<file path="config.mk">
export PLATFORM = sky130hd
export DESIGN_NAME = alu_sequencer_flat
export DESIGN_NICKNAME = d
export VERILOG_FILES = /design/src/rtl/alu_sequencer_if.sv /design/src/rtl/alu_sequencer.sv /design/src/flat_wrapper.sv
export SDC_FILE = /design/constraint.sdc
export NUM_CORES = 1
export LEC_CHECK = 0
export ABC_AREA = 1
export BUFFER_PORTS_ARGS = -buffer_cell sky130_fd_sc_hd__buf_2
export CORE_ASPECT_RATIO = 0.9
export CORE_MARGIN = 2
export CORE_UTILIZATION = 45
export CTS_BUF_LIST = sky130_fd_sc_hd__clkbuf_4
export DETAILED_ROUTE_END_ITERATION = 10
export PLACE_DENSITY = 0.66
export SETUP_SLACK_MARGIN = 0.4
export SYNTH_ARGS = -nofsm -noshare
export SYNTH_HDL_FRONTEND = slang
export SYNTH_SLANG_ARGS = --single-unit
</file>
<file path="constraint.sdc">
create_clock -name clk -period 2.7 [get_ports clk]
set_clock_uncertainty 0.05 [all_clocks]
set_input_delay 0.405 -clock clk [delete_from_list [all_inputs] [get_ports clk]]
set_output_delay 0.405 -clock clk [all_outputs]
set_load 0.01 [all_outputs]
</file>
<file path="src/rtl/alu_sequencer_if.sv">
// alu_sequencer_if: bundles the instruction handshake, the ALU operand/result
// bus, the completion/writeback outputs and the debug read port of
// alu_sequencer.
//   slave  : sequencer side (accepts instructions, drives ALU operands)
//   master : environment side (instruction source, combinational ALU, debug)
// Ports (signals):
//   instr_valid/instr_ready/instr[7:0]/imm : instruction handshake
//   alu_a/alu_b/alu_op -> ALU, alu_result/alu_cf/alu_sf/alu_zf <- ALU
//   done/wb_data/flags : completion pulse, writeback value, committed flags
//   dbg_addr/dbg_data  : combinational register-file peek
interface alu_sequencer_if #(
  parameter int WIDTH = 7,
  parameter int NREGS = 4
);
  localparam int AW = $clog2(NREGS);

  logic             instr_valid;
  logic             instr_ready;
  logic [7:0]       instr;
  logic [WIDTH-1:0] imm;
  logic [WIDTH-1:0] alu_a;
  logic [WIDTH-1:0] alu_b;
  logic             alu_op;
  logic [WIDTH-1:0] alu_result;
  logic             alu_cf;
  logic             alu_sf;
  logic             alu_zf;
  logic             done;
  logic [WIDTH-1:0] wb_data;
  logic [2:0]       flags;
  logic [AW-1:0]    dbg_addr;
  logic [WIDTH-1:0] dbg_data;

  modport slave (
    input  instr_valid, instr, imm, alu_result, alu_cf, alu_sf, alu_zf, dbg_addr,
    output instr_ready, alu_a, alu_b, alu_op, done, wb_data, flags, dbg_data
  );

  modport master (
    output instr_valid, instr, imm, alu_result, alu_cf, alu_sf, alu_zf, dbg_addr,
    input  instr_ready, alu_a, alu_b, alu_op, done, wb_data, flags, dbg_data
  );
endinterface

</file>
<file path="src/rtl/alu_sequencer.sv">
// alu_sequencer: four-state (IDLE/READ/EXEC/WB) sequencer for the external
// combinational NOR/ROR ALU. One instruction per handshake; operands come
// from a small register file, the result is written back and {CF,SF,ZF}
// committed on the edge leaving WB.
// Ports:
//   clk   : rising-edge clock
//   rst_n : synchronous active-low reset
//   bus   : alu_sequencer_if.slave (handshake, ALU bus, done/wb_data/flags,
//           debug read)
// Instruction: opc[7:6] (00 NOR, 01 ROR, 10 LOADI, 11 NOP), rd[5:4],
// rs1[3:2], rs2[1:0].
module alu_sequencer #(
  parameter int WIDTH = 7,
  parameter int NREGS = 4
) (
  input  logic            clk,
  input  logic            rst_n,
  alu_sequencer_if.slave  bus
);
  typedef enum logic [1:0] {IDLE, READ, EXEC, WB} state_t;

  localparam logic [1:0] OP_NOR   = 2'b00;
  localparam logic [1:0] OP_ROR   = 2'b01;
  localparam logic [1:0] OP_LOADI = 2'b10;
  localparam logic [1:0] OP_NOP   = 2'b11;

  state_t                       state;
  logic [7:0]                   instr_q;
  logic [WIDTH-1:0]             imm_q;
  logic [WIDTH-1:0]             res_q;
  logic [2:0]                   fl_q;
  logic [NREGS-1:0][WIDTH-1:0]  rf;

  logic [1:0] opc, rd, rs1, rs2;
  assign opc = instr_q[7:6];
  assign rd  = instr_q[5:4];
  assign rs1 = instr_q[3:2];
  assign rs2 = instr_q[1:0];

  assign bus.instr_ready = (state == IDLE);
  assign bus.done        = (state == WB);
  // Held at zero outside WB so the bus is quiet between completions.
  assign bus.wb_data     = (state == WB) ? res_q : '0;
  assign bus.dbg_data    = rf[bus.dbg_addr];

  always_ff @(posedge clk) begin
    if (!rst_n) begin
      state      <= IDLE;
      instr_q    <= '0;
      imm_q      <= '0;
      res_q      <= '0;
      fl_q       <= '0;
      rf         <= '0;
      bus.alu_a  <= '0;
      bus.alu_b  <= '0;
      bus.alu_op <= 1'b0;
      bus.flags  <= '0;
    end else begin
      case (state)
        IDLE: begin
          if (bus.instr_valid) begin
            instr_q <= bus.instr;
            imm_q   <= bus.imm;
            state   <= READ;
          end
        end
        READ: begin
          // Reads happen before any write of this instruction, so aliasing
          // rd with a source always sees the old value.
          bus.alu_a  <= rf[rs1];
          bus.alu_b  <= rf[rs2];
          bus.alu_op <= opc[0];
          state      <= EXEC;
        end
        EXEC: begin
          case (opc)
            OP_NOR, OP_ROR: begin
              res_q <= bus.alu_result;
              fl_q  <= {bus.alu_cf, bus.alu_sf, bus.alu_zf};
            end
            OP_LOADI: begin
              res_q <= imm_q;
              fl_q  <= {1'b0, imm_q[WIDTH-1], imm_q == '0};
            end
            default: res_q <= '0;  // NOP: fl_q untouched, never committed
          endcase
          state <= WB;
        end
        WB: begin
          if (opc != OP_NOP) begin
            rf[rd]    <= res_q;
            bus.flags <= fl_q;
          end
          state <= IDLE;
        end
        default: state <= IDLE;
      endcase
    end
  end
endmodule

</file>
<file path="src/flat_wrapper.sv">
// flat-port wrapper written by rule: the top's interface ports become plain ports
module alu_sequencer_flat 
#(
  parameter int WIDTH = 7,
  parameter int NREGS = 4
)
  (clk, rst_n, bus_instr_valid, bus_instr, bus_imm, bus_alu_result, bus_alu_cf, bus_alu_sf, bus_alu_zf, bus_dbg_addr, bus_instr_ready, bus_alu_a, bus_alu_b, bus_alu_op, bus_done, bus_wb_data, bus_flags, bus_dbg_data);
  alu_sequencer_if #(.WIDTH(WIDTH), .NREGS(NREGS)) bus_i ();
  input  logic clk;
  input  logic rst_n;
  input wire logic [$bits(bus_i.instr_valid)-1:0] bus_instr_valid;
  input wire logic [$bits(bus_i.instr)-1:0] bus_instr;
  input wire logic [$bits(bus_i.imm)-1:0] bus_imm;
  input wire logic [$bits(bus_i.alu_result)-1:0] bus_alu_result;
  input wire logic [$bits(bus_i.alu_cf)-1:0] bus_alu_cf;
  input wire logic [$bits(bus_i.alu_sf)-1:0] bus_alu_sf;
  input wire logic [$bits(bus_i.alu_zf)-1:0] bus_alu_zf;
  input wire logic [$bits(bus_i.dbg_addr)-1:0] bus_dbg_addr;
  output wire logic [$bits(bus_i.instr_ready)-1:0] bus_instr_ready;
  output wire logic [$bits(bus_i.alu_a)-1:0] bus_alu_a;
  output wire logic [$bits(bus_i.alu_b)-1:0] bus_alu_b;
  output wire logic [$bits(bus_i.alu_op)-1:0] bus_alu_op;
  output wire logic [$bits(bus_i.done)-1:0] bus_done;
  output wire logic [$bits(bus_i.wb_data)-1:0] bus_wb_data;
  output wire logic [$bits(bus_i.flags)-1:0] bus_flags;
  output wire logic [$bits(bus_i.dbg_data)-1:0] bus_dbg_data;
  assign bus_i.instr_valid = bus_instr_valid;
  assign bus_i.instr = bus_instr;
  assign bus_i.imm = bus_imm;
  assign bus_i.alu_result = bus_alu_result;
  assign bus_i.alu_cf = bus_alu_cf;
  assign bus_i.alu_sf = bus_alu_sf;
  assign bus_i.alu_zf = bus_alu_zf;
  assign bus_i.dbg_addr = bus_dbg_addr;
  assign bus_instr_ready = bus_i.instr_ready;
  assign bus_alu_a = bus_i.alu_a;
  assign bus_alu_b = bus_i.alu_b;
  assign bus_alu_op = bus_i.alu_op;
  assign bus_done = bus_i.done;
  assign bus_wb_data = bus_i.wb_data;
  assign bus_flags = bus_i.flags;
  assign bus_dbg_data = bus_i.dbg_data;
  alu_sequencer #(.WIDTH(WIDTH), .NREGS(NREGS)) u_core (.clk(clk), .rst_n(rst_n), .bus(bus_i));
endmodule
</file>
==> reports/results.txt <==
global route overflow = 0
area share of the largest cell type after synthesis = 40.0%
CP required = 2.25 ns
synth top area cells = dfxtp_1 (40%), nor2_1 (9.7%), nand2_1 (9.3%)
cts hold-fix bufs = 0
Max clock buf depth = 2
critical path arrival = 1.54 ns
layout cells sized above 1 = 15.4%
Post-CTS Resized = 0
DRT Pass-1 Iters = 5
RSZ-0062 raised after global routing = false
Worst slew margin = 56.8%
detailed placer's ending HPWL = 7.17 mm
Max VDD drop = 0.695 mV
Area growth, synth to finish = 11.6%
clock latency on the worst-skew pair = 0.42 ns
Critical Path Fanout Max = 9
Slew Limit Fails = 0
hold crit path type = primary input to flop
Crit. End Element = primary output
syn avg cell area = 6.67 um^2
number of port buffers = 63
GRT Total Usage = 23.0%
number of flops mapped to enable cells by yosys = 0
Starting Density = 46.0%
Cell Area, Synth = 3660 um^2
IO Count = 64
endpoints failing hold = 0
total of max-cap violations = 0
first-pass GRT wire length = 16.2 mm
Final period util = 73.9%
Final Cell Area = 4080 um^2
Die Wd = 99.0 um
Post-synth ARST share = 0%
Final ANT Viol Nets = 0
H-tree depth = 3
DIE HEIGHT = 89.5 um
#FFs+latches synth = 73
pin count of the biggest net entering global routing = 52
Mapped Nets = 583
Total Die Area = 8860 um^2
ant diodes = 0
First DRT Iteration DRCs = 224
final wirelength = 9.93 mm
core area = 7950 um^2
vias = 3,698
Worst setup SP type = flop
num rows = 31
Slew @ Worst Pin = 0.646 ns
post-synth top area cell = dfxtp_1
max frequency = 501 MHz
Placed Instance Area = 3950 um^2
routability cong. = 0.868
Main synth FF type = dfxtp_1
Synth Warn # = 0
register area share after synthesis = 40.0%
kind of critical path = flop to primary output
Tmin final = 1.99 ns
setup TNS = 0 ns
number of global-route vias before repair = 3,211
Power Total = 3630 uW
run status = finished clean
Pwr Density = 889 nW/um^2
Reg clk slew, reported paths = 0.11 ns
DRC viols = 0
initial antenna violation count = 0
P_leak = 0.00199 uW
CTS tree = done
Post-Synthesis Cells = 548
Sink Count = 73
final number of setup-violating endpoints = 0
Clock Tree Root = clkbuf_4
Via density = 5.27
CTS Buf Count = 9
Final #Nets = 633
count of cell types in the netlist = 20
Avg WL per Cell = 14.1 um
Post-CTS Setup Repair Bufs = 0
final timing paths:
| check | startpoint | end | slack (ns) | cells past startpoint |
|---|---|---|---|---|
| hold / removal | bus_imm[2] | u_core.imm_q[2] | 0.18 | 3 |
| hold reg to reg | u_core.bus.flags[0] | u_core.bus.flags[0] | 0.43 | 2 |
| setup / recovery | u_core.state[0] | bus_wb_data[6] | 0.71 | 4 |
| setup reg to reg | u_core.state[0] | u_core.imm_q[5] | 0.87 | 6 |
sequential cells by signal, indices dropped and copies added (netlist names):
register	cells
u_core.bus.alu_op	1
u_core.res_q	7
u_core.state	2
u_core.instr_q	8
u_core.imm_q	7
u_core.bus.alu_b	7
u_core.rf	28
u_core.bus.alu_a	7
u_core.bus.flags	3
u_core.fl_q	3
layer usage:
layer	global-route usage [%]	vias to the layer above	part of all wire, %
met5	0	-	0
met4	5.60	0	1.4
met3	5.55	14	6.0
met2	36.9	120	44
met1	31.7	1698	48
li1	-	1866	-
placed cells by master, fill, tap and decap left out, types with 4 or more instances in the layout:
cell type / count
a21oi_1: 30
buf_2: 63
clkbuf_4: 10
dfxtp_1: 73
ha_1: 5
inv_1: 64
inv_2: 4
nand2_1: 91
nand2_4: 4
nand3_1: 43
nor2_1: 94
nor2_4: 4
nor3_1: 29
o21ai_0: 66
o21ai_1: 5
o22ai_1: 8
where the power goes:
| part | switching [uW] | internal [uW] |
|---|---|---|
| Sequential | 279 | 1330 |
| Clock | 393 | 287 |
| Combinational | 860 | 477 |
worst max-delay path, cell delays in order, from the launching register on:
cell and delay, ns:
dfxtp_1 0.40, ha_1 0.42, nand2_1 0.12, inv_1 0.06, buf_2 0.12
stage by stage:
step	cells	utilization [%]	hold WS [ns]	worst slack [ns]
2_1_floorplan	548	-	0.387	1.30
3_3_place_gp	686	49.6	0.407	0.967
4_1_cts	702	51.3	0.166	0.704
6_report	702	51.3	0.177	0.706
5_1_grt	702	51.3	0.177	0.566
3_5_place_dp	686	49.6	0.417	0.886
cell families after synthesis:
kind of cell,Yosys count,synth area share [%]
AOI/OAI and AO/OA,109,15.2
adders and majority gates,5,1.71
buffers and inverters,94,11.5
DFF,73,40.0
and+or+nand+nor,267,31.7
final cells by class:
| type | instances | area (um^2) |
|---|---|---|
| well taps | 99 | 124 |
| multi-input cells | 381 | 1780 |
| fillers | 816 | 3870 |
| repair buffers | 65 | 330 |
| inverters | 68 | 255 |
| clock buffers | 10 | 75.1 |
| clock inverters | 6 | 58.8 |
| flip-flops and latches | 73 | 1460 |
synthesized netlist by cell type (8+ instances only):
cell      n
nor3_1   29
nand3_1  43
nand2_1  91
dfxtp_1  73
buf_2    13
nor2_1   94
o22ai_1   8
inv_1    64
a21oi_1  30
o21ai_0  66
No activity file was read; power rests on OpenSTA's default activity.
